<file path="config.mk">
export PLATFORM = sky130hd
export DESIGN_NAME = rob_alloc
export DESIGN_NICKNAME = d
export VERILOG_FILES = /design/src/rtl/rob_alloc_pkg.sv /design/src/rtl/rob_alloc_id_ring.sv /design/src/rtl/rob_alloc.sv
export SDC_FILE = /design/constraint.sdc
export NUM_CORES = 1
export LEC_CHECK = 0
export ABC_AREA = 1
export BUFFER_PORTS_ARGS = -buffer_cell sky130_fd_sc_hd__clkbuf_2
export CAP_MARGIN = 25
export CORE_MARGIN = 10
export CORE_UTILIZATION = 45
export DETAILED_ROUTE_END_ITERATION = 7
export HOLD_SLACK_MARGIN = 0.08
export PLACE_DENSITY = 0.73
export SLEW_MARGIN = 15
export SYNTH_ARGS = -nofsm -noshare
export SYNTH_HDL_FRONTEND = slang
export SYNTH_SLANG_ARGS = --single-unit
</file>
<file path="constraint.sdc">
create_clock -name clk -period 11.52 [get_ports clk]
set_clock_uncertainty 0.2 [all_clocks]
set_input_delay 0.576 -clock clk [delete_from_list [all_inputs] [get_ports clk]]
set_output_delay 0.576 -clock clk [all_outputs]
set_load 0.02 [all_outputs]
</file>
<file path="src/rtl/rob_alloc_pkg.sv">
// Shared types and constants for the ROB / load / store allocation scheduler.
package rob_alloc_pkg;

    typedef enum logic [1:0] {
        RUN   = 2'd0,
        FENCE = 2'd1,
        FLUSH = 2'd2
    } alloc_state_t;

    typedef struct packed {
        logic valid;
        logic load;
        logic store;
        logic fence;
    } alloc_req_t;

    // Top bit of an opid marks it valid; the low 15 bits carry the ROB index.
    localparam logic [15:0] OPID_VALID = 16'h8000;

    function automatic logic [15:0] make_opid(input logic [14:0] idx);
        return OPID_VALID | {1'b0, idx};
    endfunction

endpackage

</file>
<file path="src/rtl/rob_alloc_id_ring.sv">
// Circular ID space: tail pointer plus occupancy, per-lane prefix stamping
// and per-lane free check against the registered count.
module id_ring
    import rob_alloc_pkg::*;
#(
    parameter int size  = 64,
    parameter int idw   = 6,
    parameter int lanes = 4,
    parameter int relw  = 3
) (
    input  logic                   clk,
    input  logic                   rst_n,
    input  logic                   clr,
    input  logic [lanes-1:0]       need,
    input  logic [lanes-1:0]       take,
    input  logic [relw-1:0]        rel,
    output logic [lanes*idw-1:0]   ids,
    output logic [lanes-1:0]       ok,
    output logic [$clog2(size):0]  cnt
);

    localparam int cw = $clog2(size) + 1;

    logic [idw-1:0] tail_reg, tail_next;
    logic [cw-1:0]  cnt_reg, cnt_next;
    logic [7:0]     run_cnt;
    logic [7:0]     taken;
    logic [31:0]    sum;

    assign cnt = cnt_reg;

    // Stamp each lane with tail + (needing lanes below it); free check uses the
    // registered count only, so same-cycle releases are not reusable yet.
    always_comb begin
        run_cnt = '0;
        ids     = '0;
        ok      = '0;
        for (int i = 0; i < lanes; i++) begin
            ids[i*idw +: idw] = tail_reg + idw'(run_cnt);
            ok[i]             = (32'(cnt_reg) + 32'(run_cnt) + 32'd1) <= 32'(size);
            run_cnt           = run_cnt + {7'b0, need[i]};
        end
    end

    // Next tail/count: add granted IDs, subtract releases (saturate at 0), clear on flush.
    always_comb begin
        taken = '0;
        for (int i = 0; i < lanes; i++) begin
            if (need[i] && take[i]) taken = taken + 8'd1;
        end
        sum       = 32'(cnt_reg) + 32'(taken);
        tail_next = tail_reg + idw'(taken);
        cnt_next  = (sum < 32'(rel)) ? '0 : cw'(sum - 32'(rel));
        if (clr) begin
            tail_next = '0;
            cnt_next  = '0;
        end
    end

    // State registers.
    always_ff @(posedge clk or negedge rst_n) begin
        if (!rst_n) begin
            tail_reg <= '0;
            cnt_reg  <= '0;
        end else begin
            tail_reg <= tail_next;
            cnt_reg  <= cnt_next;
        end
    end

    // Releasing more than is held is a commit-side bug.
    assert property (@(posedge clk) disable iff (!rst_n) clr || (32'(rel) <= 32'(cnt_reg)));

endmodule

</file>
<file path="src/rtl/rob_alloc.sv">
// In-order allocation of ROB, load and store IDs for up to dwd decoded ops,
// with fence serialisation against an empty ROB and redirect flush.
module rob_alloc
    import rob_alloc_pkg::*;
#(
    parameter int dwd = 4,
    parameter int cwd = 4,
    parameter int usz = 64,
    parameter int lsz = 16,
    parameter int ssz = 16
) (
    input  logic                   clk,
    input  logic                   rst_n,
    input  logic [dwd-1:0]         req_valid,
    input  logic [dwd-1:0]         req_load,
    input  logic [dwd-1:0]         req_store,
    input  logic [dwd-1:0]         req_fence,
    output logic [dwd-1:0]         grant,
    output logic [dwd*16-1:0]      opid,
    output logic [dwd*8-1:0]       ldid,
    output logic [dwd*8-1:0]       stid,
    input  logic [$clog2(cwd):0]   com_num,
    input  logic [$clog2(cwd):0]   com_ld,
    input  logic [$clog2(cwd):0]   com_st,
    input  logic                   redir,
    output logic [$clog2(usz):0]   rob_cnt,
    output logic                   busy
);

    localparam int iw = $clog2(usz);
    localparam int rw = $clog2(cwd) + 1;

    alloc_state_t          fsm_reg;
    alloc_req_t            lane_req [dwd];
    logic [dwd-1:0]        ld_need, st_need;
    logic [dwd-1:0]        rob_ok, ld_ok, st_ok;
    logic [dwd*iw-1:0]     rob_idx;
    logic [$clog2(lsz):0]  ld_cnt;
    logic [$clog2(ssz):0]  st_cnt;
    logic                  run;
    logic                  blocked;
    logic                  lane_ok;
    logic                  fence_stall;

    assign ld_need     = req_valid & req_load;
    assign st_need     = req_valid & req_store;
    assign run         = (fsm_reg == RUN);
    assign busy        = (fsm_reg != RUN);
    assign fence_stall = run && req_valid[0] && req_fence[0] && (rob_cnt != '0);

    generate
        for (genvar gi = 0; gi < dwd; gi++) begin : g_lane
            assign lane_req[gi] = '{valid: req_valid[gi], load: req_load[gi],
                                    store: req_store[gi], fence: req_fence[gi]};
            assign opid[gi*16 +: 16] = grant[gi] ? make_opid(15'(rob_idx[gi*iw +: iw])) : 16'h0;
        end
    endgenerate

    id_ring #(.size(usz), .idw(iw), .lanes(dwd), .relw(rw)) u_rob (
        .clk(clk), .rst_n(rst_n), .clr(redir), .need(req_valid), .take(grant),
        .rel(com_num), .ids(rob_idx), .ok(rob_ok), .cnt(rob_cnt)
    );

    id_ring #(.size(lsz), .idw(8), .lanes(dwd), .relw(rw)) u_ld (
        .clk(clk), .rst_n(rst_n), .clr(redir), .need(ld_need), .take(grant),
        .rel(com_ld), .ids(ldid), .ok(ld_ok), .cnt(ld_cnt)
    );

    id_ring #(.size(ssz), .idw(8), .lanes(dwd), .relw(rw)) u_st (
        .clk(clk), .rst_n(rst_n), .clr(redir), .need(st_need), .take(grant),
        .rel(com_st), .ids(stid), .ok(st_ok), .cnt(st_cnt)
    );

    // In-order grant: first refused valid lane (or a granted fence) blocks the rest.
    always_comb begin
        grant   = '0;
        blocked = 1'b0;
        lane_ok = 1'b0;
        for (int i = 0; i < dwd; i++) begin
            if (lane_req[i].valid) begin
                lane_ok = !redir && run && !blocked && rob_ok[i]
                          && (!lane_req[i].load  || ld_ok[i])
                          && (!lane_req[i].store || st_ok[i])
                          && (!lane_req[i].fence || (i == 0 && rob_cnt == '0));
                grant[i] = lane_ok;
                if (!lane_ok || lane_req[i].fence) blocked = 1'b1;
            end
        end
    end

    // Scheduler state: wait for an empty ROB on fences, one dead cycle after redirect.
    always_ff @(posedge clk or negedge rst_n) begin
        if (!rst_n) begin
            fsm_reg <= RUN;
        end else if (redir) begin
            fsm_reg <= FLUSH;
        end else begin
            case (fsm_reg)
                RUN:     if (fence_stall) fsm_reg <= FENCE;
                FENCE:   if (rob_cnt == '0) fsm_reg <= RUN;
                FLUSH:   fsm_reg <= RUN;
                default: fsm_reg <= RUN;
            endcase
        end
    end

    // Load/store occupancy can never exceed its queue.
    assert property (@(posedge clk) disable iff (!rst_n) (32'(ld_cnt) <= lsz) && (32'(st_cnt) <= ssz));

endmodule

</file>
; Word level (Yosys, flattened, before mapping)
; Index checks and enable logic that the tools add are counted.
[classes]
n_eq_ne = 3
addsub = 54
reduce_logical = 71
n_lt_le_gt_ge = 15
n_bitwise = 2
mux = 39
[op_table]
columns = operator, n
row1 = 32-bit by 1-bit adder with 32-bit output (second input constant), 9
row2 = 32-bit by 5-bit less-or-equal comparator with 1-bit output (second input constant), 8
row3 = 32-bit by 7-bit less-or-equal comparator with 1-bit output (second input constant), 4
row4 = 8-bit two-way mux, 11
row5 = 16-bit two-way mux, 4
row6 = 5-bit by 8-bit adder with 9-bit output, 6
row7 = 8-bit by 1-bit adder with 8-bit output (second input constant), 6
row8 = 8-bit adder, 6
row9 = 8-bit by 1-bit adder with 8-bit output, 5
row10 = 1-bit logical AND, 35
row11 = 7-bit by 8-bit adder with 9-bit output, 3
row12 = 9-bit by 3-bit less-than comparator with 1-bit output, 3
row13 = 5-bit two-way mux, 4
row14 = 1-bit zero test, 19
row15 = 6-bit adder, 3
row16 = 7-bit two-way mux, 2
row17 = 1-bit two-way mux, 13
row18 = 5-bit by 1-bit adder with 6-bit output, 2
row19 = 5-bit by 1-bit adder with 6-bit output (second input constant), 2
row20 = 1-bit logical OR, 12
row21 = 5-bit by 3-bit subtractor with 5-bit output, 2
row22 = 7-bit by 1-bit adder with 8-bit output, 1
row23 = 7-bit by 1-bit adder with 8-bit output (second input constant), 1
row24 = 4-bit bitwise AND, 2
row25 = other kinds (15), 21
[totals]
wordCells = 191
reg_bits = 41
input_bits = 28

; Longest topological paths before layout
; Gate-level depths: netlist of the first run.
[depth]
ltp_word = 43
depth_mapped = 31
ltp_nobuf = 31

; Hierarchy
; Synthesis of the first run repeated with hierarchy kept, for this count alone.
[hier_totals]
cells_unflattened = 942
hier_area_um2 = 6436.2
[modules_own_cells]
columns = module, n_inst, seq_area_each_um2, cells_per_inst, area_each_um2
row1 = id_ring at u_rob, 1, 325.3, 268, 1925.6
row2 = id_ring at u_ld, 1, 325.3, 255, 1825.5
row3 = id_ring at u_st, 1, 325.3, 253, 1819.2
row4 = rob_alloc, 1, 50.0, 166, 865.8

; Least setup slack after synthesis of the first run
; Ideal clock, no wire load.
[synth_timing]
kind = input port to flip-flop
from = input port req_valid[0]
to = register u_rob.cnt_reg[6], in the netlist u_rob.cnt[6]
required_time_ps = 11185
path_stages = 27
n_path_buf = 0
path_slack_ps = 6350
t_arrival_ps = 4835
cell_sequence = nand2_1 -> inv_1 -> ha_1 -> ha_1 -> fa_1 -> inv_1 -> o21ai_0 -> nand3_1 -> nand3_1 -> nor2_2 -> nand3_4 -> nor2_2 -> nand2_1 -> nand2_1 -> inv_1 -> ha_1 -> nand2_1 -> nand2_1 -> fa_1 -> ha_1 -> inv_1 -> nor2_1 -> o21ai_0 -> nand4_1 -> nand3b_1 -> o21ai_1 -> nor2_1
[synth_via]
elab_cells_between_ends = 88
[synth_rtl]
columns = element, line_no
row1 = "start, declared", rob_alloc.sv:14  ; input logic [dwd-1:0] req_valid,
row2 = 4-bit bitwise AND, rob_alloc.sv:45  ; assign ld_need = req_valid & req_load;
row3 = 5-bit by 1-bit adder with 6-bit output, rob_alloc_id_ring.sv:40  ; ok[i] = (32'(cnt_reg) + 32'(run_cnt) + 32'd1) <= 32'(size);
row4 = 32-bit by 1-bit adder with 32-bit output, rob_alloc_id_ring.sv:40
row5 = 32-bit by 5-bit less-or-equal comparator with 1-bit output, rob_alloc_id_ring.sv:40
row6 = 1-bit logical OR, rob_alloc.sv:82  ; && (!lane_req[i].load || ld_ok[i])
row7 = 1-bit logical AND, rob_alloc.sv:82
row8 = 1-bit logical AND, rob_alloc.sv:83  ; && (!lane_req[i].store || st_ok[i])
row9 = 1-bit logical AND, rob_alloc.sv:84  ; && (!lane_req[i].fence || (i == 0 && rob_cnt == '0));
row10 = [11 not listed], n/a
row11 = via grant[2], rob_alloc.sv:18  ; output logic [dwd-1:0] grant,
row12 = [1 not listed], n/a
row13 = 8-bit two-way mux (*), rob_alloc_id_ring.sv:49  ; if (need[i] && take[i]) taken = taken + 8'd1;
row14 = 8-bit by 1-bit adder with 8-bit output, rob_alloc_id_ring.sv:49
row15 = 8-bit two-way mux (*), rob_alloc_id_ring.sv:49
row16 = 7-bit by 8-bit adder with 9-bit output (*), rob_alloc_id_ring.sv:51  ; sum = 32'(cnt_reg) + 32'(taken);
row17 = 9-bit by 3-bit less-than comparator with 1-bit output / 7-bit by 3-bit subtractor with 7-bit output (equally long branches), rob_alloc_id_ring.sv:53  ; cnt_next = (sum < 32'(rel)) ? '0 : cw'(sum - 32'(rel));
row18 = 7-bit two-way mux (*), rob_alloc_id_ring.sv:53
row19 = 7-bit two-way mux (*), rob_alloc_id_ring.sv:54  ; if (clr) begin
row20 = via u_rob.cnt_next[6], rob_alloc_id_ring.sv:25  ; logic [cw-1:0] cnt_reg, cnt_next;
row21 = "end signal, assigned", rob_alloc_id_ring.sv:67  ; cnt_reg <= cnt_next;
row22 = "end, declared", rob_alloc_id_ring.sv:25
; The timed path passes the listed nets; every way through them passes the cells marked *.
; A chain may end at the register's enable or synchronous reset.

; Final worst setup path of the first run
[layout_timing]
from = input port req_valid[0]
to = register u_st.cnt_reg[2], in the netlist u_st.cnt[2]
[layout_via]
elab_chain_cells = 35
elab_cells_between_ends = 88
[layout_rtl]
columns = element, line_no
row1 = branches (longest 30 deep; another with 32-bit by 1-bit adder with 32-bit output), n/a
row2 = 8-bit two-way mux (*), rob_alloc_id_ring.sv:49
row3 = 5-bit by 8-bit adder with 9-bit output (*), rob_alloc_id_ring.sv:51
row4 = 9-bit by 3-bit less-than comparator with 1-bit output / 5-bit by 3-bit subtractor with 5-bit output (equally long branches), rob_alloc_id_ring.sv:53
row5 = 5-bit two-way mux (*), rob_alloc_id_ring.sv:53
row6 = 5-bit two-way mux (*), rob_alloc_id_ring.sv:54
row7 = via u_st.cnt_next[2], rob_alloc_id_ring.sv:25
row8 = "end signal, assigned", rob_alloc_id_ring.sv:67
row9 = "end, declared", rob_alloc_id_ring.sv:25
; Mark *: on every way through the listed nets, which the timed path passes.

==> results.toml, run 1 <==
[yosys]
synth-seq-cells = 41
synth_top_family_by_area = "adder cells"
synth.distinct_cells = 38
syn-cell-area_um2 = 6022
synth_area_leaders = "ha_1, dfrtp_1, nand2_1, inv_1, xor2_1"
synth_simple_gate_area_share_pct = 24.18
muxShareOfSynthArea_pct = 0
synth-edff-count = 0
synth_compound_area_share_pct = 7.750
synth_xor_area_share_pct = 9.308
yosys_warnings = 0
postSynthCellCount = 825
async_reset_ff_share_pct = 100.0
synth-seq-area-share_pct = 17.04
avgSynthCellArea_um2 = 7.299
synth_top_cell_by_area = "ha_1"
synth_top_flop_cell = "dfrtp_1"
yosys.area_share.adder_pct = 27.30
synth_top_area_share_pct = 19.32

[power]
powerDensity_nw_per_um2 = 112.2
internal_power_uw = 405.7
leakagePower_nw = 4.063
clockPowerShare_pct = 20.1
seq_power_share_pct = 30.1
ir_worst_vdd_v = 0.00009597
power_switching_uw = 363.7
swShare_pct = 47.27
comb_power_share_pct = 49.8

[global_route]
grt_pass1_wl_um = 26790
antenna_found_initial = 0
grt_pass1_vias = 5464
grt_usage_pct = 17.55
grt_max_degree = 42
overflow = 0
gr-usage-met1_pct = 22.35
grt_use_met3_pct = 4.191
met2_usage_pct = 29.56
top_usage_layer = "met2"

[layout]
nets = 1097
most-common-layout-cells = "nand2_1, inv_1, clkbuf_2"
area_growth_pct = 13.90
drive_gt1_share_pct = 16.89
fillers = 1312
final_common_cell = "nand2_1"
stdcell_count = 1129
diodes = 0

[clock_network]
cts_num_sinks = 41
cts_tree = "done"
clock_latency_ns = 0.29
ctsResizeCount = 0
ctsHoldBuffers = 0
cts.path.max_buffers = 2
h-tree-depth = 2
cts_root_buffer = "clkbuf_16"
path_clk_slew_ns = 0.06
cts_inserted_buffers = 5
post-cts-setup-buffers = 0

[floorplan]
die_h_um = 135.7
initial_core_util_pct = 45.66
row_count = 42
core_area_um2 = 13190
io-pin-count = 168
die_w_um = 135.7
dieArea_um2 = 18410

[placed_design]
numPortBuffers = 131
place_hpwl_um = 13580
dp_cells = 1121
gp_congestion = 0.8586

[sta]
fmax_mhz = 170.3
worstMarginPinSlew_ns = 0.6031
min_period_ns = 5.871
min_period_over_period_pct = 50.97
relSlewSlack_pct = 59.79
rsz0062_at_grt = "false"
setup_viol = 0
fin_setup_tns_ns = 0
slew_violations = 0
hold_viol_final = 0

[route]
route.vias.total = 5405
ant_nets = 0
viasPerCell = 4.787
drc = 0
firstDrtPassIters = 5
wl_per_cell_um = 14.38
drt_iter0_markers = 202
finalWirelength_um = 16240

[worst_setup_path]
cp_slowest_stage_delay_ns = 0.45
critPathSlowestCell = "fa_1"
crit_path_end_kind = "flop"
ff2ff_path_depth = 27
required_ns = 11.47
path_common_cell = "nand2_1"
worst-setup-path-type = "in -> reg"
critPathArrivalTime_ns = 5.82
worstPathMaxFanout = 10
start_kind = "primary input"

[min_path]
holdCritPathClass = "in -> async"

[status]
outcome = "finished clean"

[run]
drv_cap = 0
-- kinds of logic after synthesis --
kind of cell / after synthesis
AO/OA/AOI/OAI: 83
XOR/XNOR: 64
adder cells (fa/ha/maj): 117
buffers and inverters: 188
flip-flops: 41
other: 1
AND/OR/NAND/NOR: 331
-- through the flow --
stage	area (um^2)	setup WS, ns	hold slack (ns)	total power, mW	util, %
after floorplan	6176	6.350	0.08041	0.5176	-
after global placement	6701	5.371	0.2348	0.6131	50.81
after detailed placement	6701	5.314	0.2443	0.6190	50.81
after CTS	6859	5.608	0.2015	0.7782	52.00
after global routing	6859	5.028	0.2406	0.8447	52.00
final	6859	5.649	0.1868	0.7695	52.00
-- cell usage after synthesis (2+ instances only) --
cell and instances:
buf_4 40, o21bai_1 6, clkbuf_1 11, nor2_2 6, nor3_1 7, inv_2 2
nand2_2 4, o21ai_1 3, nor2_1 100, inv_1 133, nor3b_1 3, o21ai_0 30
nand4_1 7, fa_1 24, nand3b_1 4, a31oi_1 11, a21oi_1 29, nand2_4 3
ha_1 93, xor2_1 55, nand2_1 145, nand3_1 45, xnor2_1 9, dfrtp_1 41
-- critical path, delay by kind of cell --
| kind | cells | cell delay [ns] |
|---|---|---|
| simple gates | 14 | 1.72 |
| fa+ha+maj | 6 | 1.61 |
| buf+inv | 5 | 0.89 |
| compound gates | 3 | 0.83 |
| xor+xnor | 1 | 0.17 |
-- path summary, 6_finish.rpt --
| check | to | startpoint | slack [ns] |
|---|---|---|---|
| max | u_st.cnt[2]$_DFF_PN0_ | req_valid[0] | 5.65 |
| min | u_st.cnt[1]$_DFF_PN0_ | rst_n | 0.19 |
| min in group clk | fsm_reg[0]$_DFFE_PN0P_ | fsm_reg[1]$_DFFE_PN0P_ | 0.25 |
| max reg2reg | u_st.cnt[2]$_DFF_PN0_ | u_st.cnt[0]$_DFF_PN0_ | 6.02 |
| min reg2reg | fsm_reg[0]$_DFFE_PN0P_ | fsm_reg[1]$_DFFE_PN0P_ | 0.25 |
| max in group asynchronous | u_rob.tail_reg[5]$_DFF_PN0_ | rst_n | 10.53 |
-- layout make-up --
type,count,area (um^2),share of cell area (%)
Multi-Input combinational cell,637,4285,62.48
Sequential cell,41,1026,14.96
Clock inverter,1,5.005,0.07297
Clock buffer,7,152.6,2.225
Tap cell,176,220.2,3.211
Inverter,135,506.7,7.388
Timing Repair Buffer,132,663.1,9.668
-- per-layer routing --
layer  up-vias  part of all wire [%]
li1       2761                     -
met1      2447                    44
met2       181                    46
met3        16                   8.1
met4         0                   1.3
met5         -                     0
-- power groups by stage --
| stage | Combinational (mW) | Sequential, mW | Clock, mW |
|---|---|---|---|
| 2_1_floorplan | 0.291 | 0.227 | 0 |
| 5_1_grt | 0.443 | 0.237 | 0.165 |
| 3_5_place_dp | 0.385 | 0.234 | 0 |
| 6_report | 0.384 | 0.231 | 0.155 |
| 3_3_place_gp | 0.379 | 0.234 | 0 |
| 4_1_cts | 0.388 | 0.231 | 0.159 |
Power figures use the tool's default switching activity.
==> inputs of run 2 (changes only) <==
Settings changed: ABC_AREA 1 to 0, PLACE_DENSITY 0.73 to 0.76.
Clock period 11.52 ns to 4.7 ns, I/O delays scaled along.
==> run 2 against run 1 <==
Against the previous run: the run now ends with negative setup slack left; critical path depth shrank 6; utilization increased by 15 points; final area increased by 23%; worst setup slack worse by 6.3 ns; hold slack got worse by 0.038 ns; combinational power rose to 4.1 times the previous value; area after synthesis is 3.0% lower; critical path type unchanged.
==> results.toml, run 2 <==
[status]
outcome = "complete, but fails checks"
failed_checks = "negative setup slack"

[route]
wl_per_cell_um = 16.23
firstDrtPassIters = 4
viasPerCell = 4.941
ant_nets = 0
drt_iter0_markers = 276
finalWirelength_um = 18070
route.vias.total = 5499
drc = 0

[yosys]
synth_top_area_share_pct = 19.91
yosys_warnings = 0
synth_area_leaders = "ha_1, dfrtp_1, fa_1, xnor2_1, xor2_1"
syn-cell-area_um2 = 5843
async_reset_ff_share_pct = 100.0
synth-seq-area-share_pct = 17.56
yosysMostFrequentCell = "ha_1"
avgSynthCellArea_um2 = 8.644
synth_top_cell_by_area = "ha_1"
synth-edff-count = 0
synth-seq-cells = 41
synth_common_cells = "ha_1, inv_1, nor2_1, xnor2_1, xor2_1"
postSynthCellCount = 676
synth_top_flop_cell = "dfrtp_1"
synth.distinct_cells = 57

[layout]
diodes = 0
stdcell_count = 1113
final_area_um2 = 8469
area_growth_pct = 44.95
most-common-layout-cells = "buf_4, clkbuf_2, ha_1"
nets = 1085
final_common_cell = "buf_4"
drive_gt1_share_pct = 42.40

[placed_design]
place_hpwl_um = 13940
numPortBuffers = 131
dpl_cell_area_um2 = 7465
dp_cells = 1074
gp_congestion = 0.8668

[worst_setup_path]
worstPathMaxFanout = 7
worst-setup-path-type = "in -> reg"
critPathSlowestCell = "fa_1"
crit_family = "adder cells"
cp_slowest_stage_delay_ns = 0.50
crit_buf_inv = 3
crit_chain = "buf_4 > nand2_2 > fa_1 > inv_2 > ha_4 > inv_2 > fa_2 > nor2_2 > nand4_1 > o221a_2 > a211o_1 > a2111o_1 > xnor2_2 > ha_2 > fa_2 > xor2_2 > ha_1 > nor2b_4 > nor2_2 > or4b_4 > a21oi_4 > nor3_1 > nor3b_1"
critPathArrivalTime_ns = 5.35
crit_path_end_kind = "flop"
start_kind = "primary input"
required_ns = 4.70

[floorplan]
die_w_um = 134.0
dieArea_um2 = 17940
row_count = 41
core_area_um2 = 12670
die_h_um = 134.0
initial_core_util_pct = 46.11
io-pin-count = 168

[clock_network]
cts_tree = "done"
clock_latency_ns = 0.29
h-tree-depth = 2
path_clk_slew_ns = 0.06
cts_num_sinks = 41
cts_inserted_buffers = 5
cts_root_buffer = "clkbuf_16"
cts.path.max_buffers = 2

[global_route]
antenna_found_initial = 0
grt_pass1_wl_um = 28240
grt_max_degree = 42
grt_pass1_vias = 5842
overflow = 0
grt_usage_pct = 18.88

[sta]
slew_violations = 0
rsz0062_at_grt = "true"
fmax_mhz = 186.9
worstMarginPinSlew_ns = 0.5729
setup_viol = 18
min_period_ns = 5.350
hold_viol_final = 0
relSlewSlack_pct = 61.80
worst_slack_ns = -0.6500
min_period_over_period_pct = 113.8

[power]
leakagePower_nw = 4.574
powerDensity_nw_per_um2 = 293.9
ir_worst_vdd_v = 0.0003367

[run]
drv_cap = 0

[min_path]
holdCritPathClass = "in -> reg"
==> run 2: timing repair <==
| item | 4_1_cts | 5_1_grt |
|---|---|---|
| hold buffers | 4 | 0 |
| pin swaps | 38 | 53 |
| hold endpoints to repair | 44 | 0 |
| buffers inserted | 15 | 19 |
| gates resized for setup | 55 | 70 |
| gates cloned | 0 | 0 |
| setup endpoints to repair | 23 | 30 |
==> run 2: worst min-delay path: stages <==
cell and delay, ns:
clkbuf_2 0.13, a21oi_1 0.17, nor4_1 0.06
==> run 2: cell families after synthesis <==
family / after synthesis / share of synthesized area [%]
and+or+nand+nor: 202 / 17.90
buffers and inverters: 131 / 11.41
adders and majority gates: 117 / 28.14
AOI/OAI and AO/OA: 88 / 10.13
xor gates and xnor gates: 86 / 12.89
DFF: 41 / 17.56
muxes: 10 / 1.906
other: 1 / 0.06418
==> run 2: layout make-up <==
type,instances,area [um^2]
multi-input cells,545,4933
well taps,172,215.2
repair buffers,279,1858
inverters,68,262.8
clock buffers,7,142.6
flip-flops and latches,41,1027
clock inverters,1,30.03
fillers,968,4202
==> run 2: final timing paths <==
path                                        start                          end  slack [ns]  cells after the start
min in group asynchronous                   rst_n  u_rob.tail_reg[4]$_DFF_PN0_        0.34                      3
min                                  req_fence[0]       fsm_reg[0]$_DFFE_PN0P_        0.15                      3
min reg2reg                fsm_reg[1]$_DFFE_PN0P_       fsm_reg[0]$_DFFE_PN0P_        0.34                      2
max in group asynchronous                   rst_n       u_rob.cnt[1]$_DFF_PN0_        3.51                      3
max reg2reg                 u_ld.cnt[0]$_DFF_PN0_       u_rob.cnt[6]$_DFF_PN0_       -0.52                     20
max                                  req_valid[1]       u_rob.cnt[6]$_DFF_PN0_       -0.65                     23
==> run 2: routing by layer <==
| metal | global-route usage, % | vias up | wire length [um] |
|---|---|---|---|
| li1 | - | 2683 | - |
| met1 | 22.06 | 2627 | 7466 |
| met2 | 33.20 | 163 | 9141 |
| met3 | 4.929 | 26 | 1101 |
| met4 | 5.320 | 0 | 357 |
| met5 | 0 | - | 0 |
==> run 2: report_power, final <==
group          leakage [nW]  switching (mW)  internal (mW)
Sequential            0.551          0.0829          0.419
Clock                0.0841           0.147          0.266
Combinational          3.94           0.829          0.746
==> run 2: stage by stage <==
step           hold WS [ns]  setup WS [ns]  TNS (ns)  util [%]  total power [mW]
6_report             0.1487        -0.6500    -6.415     66.84             2.490
5_1_grt              0.1638        -0.8510    -10.23     66.84             2.669
4_1_cts              0.1334        -0.5144    -6.411     63.39             2.340
3_5_place_dp         0.1485        -0.9306    -17.20     58.91             1.815
3_3_place_gp         0.1460        -0.7369    -13.34     58.91             1.778
2_1_floorplan       -0.2606        -0.4117    -2.732         -             1.307
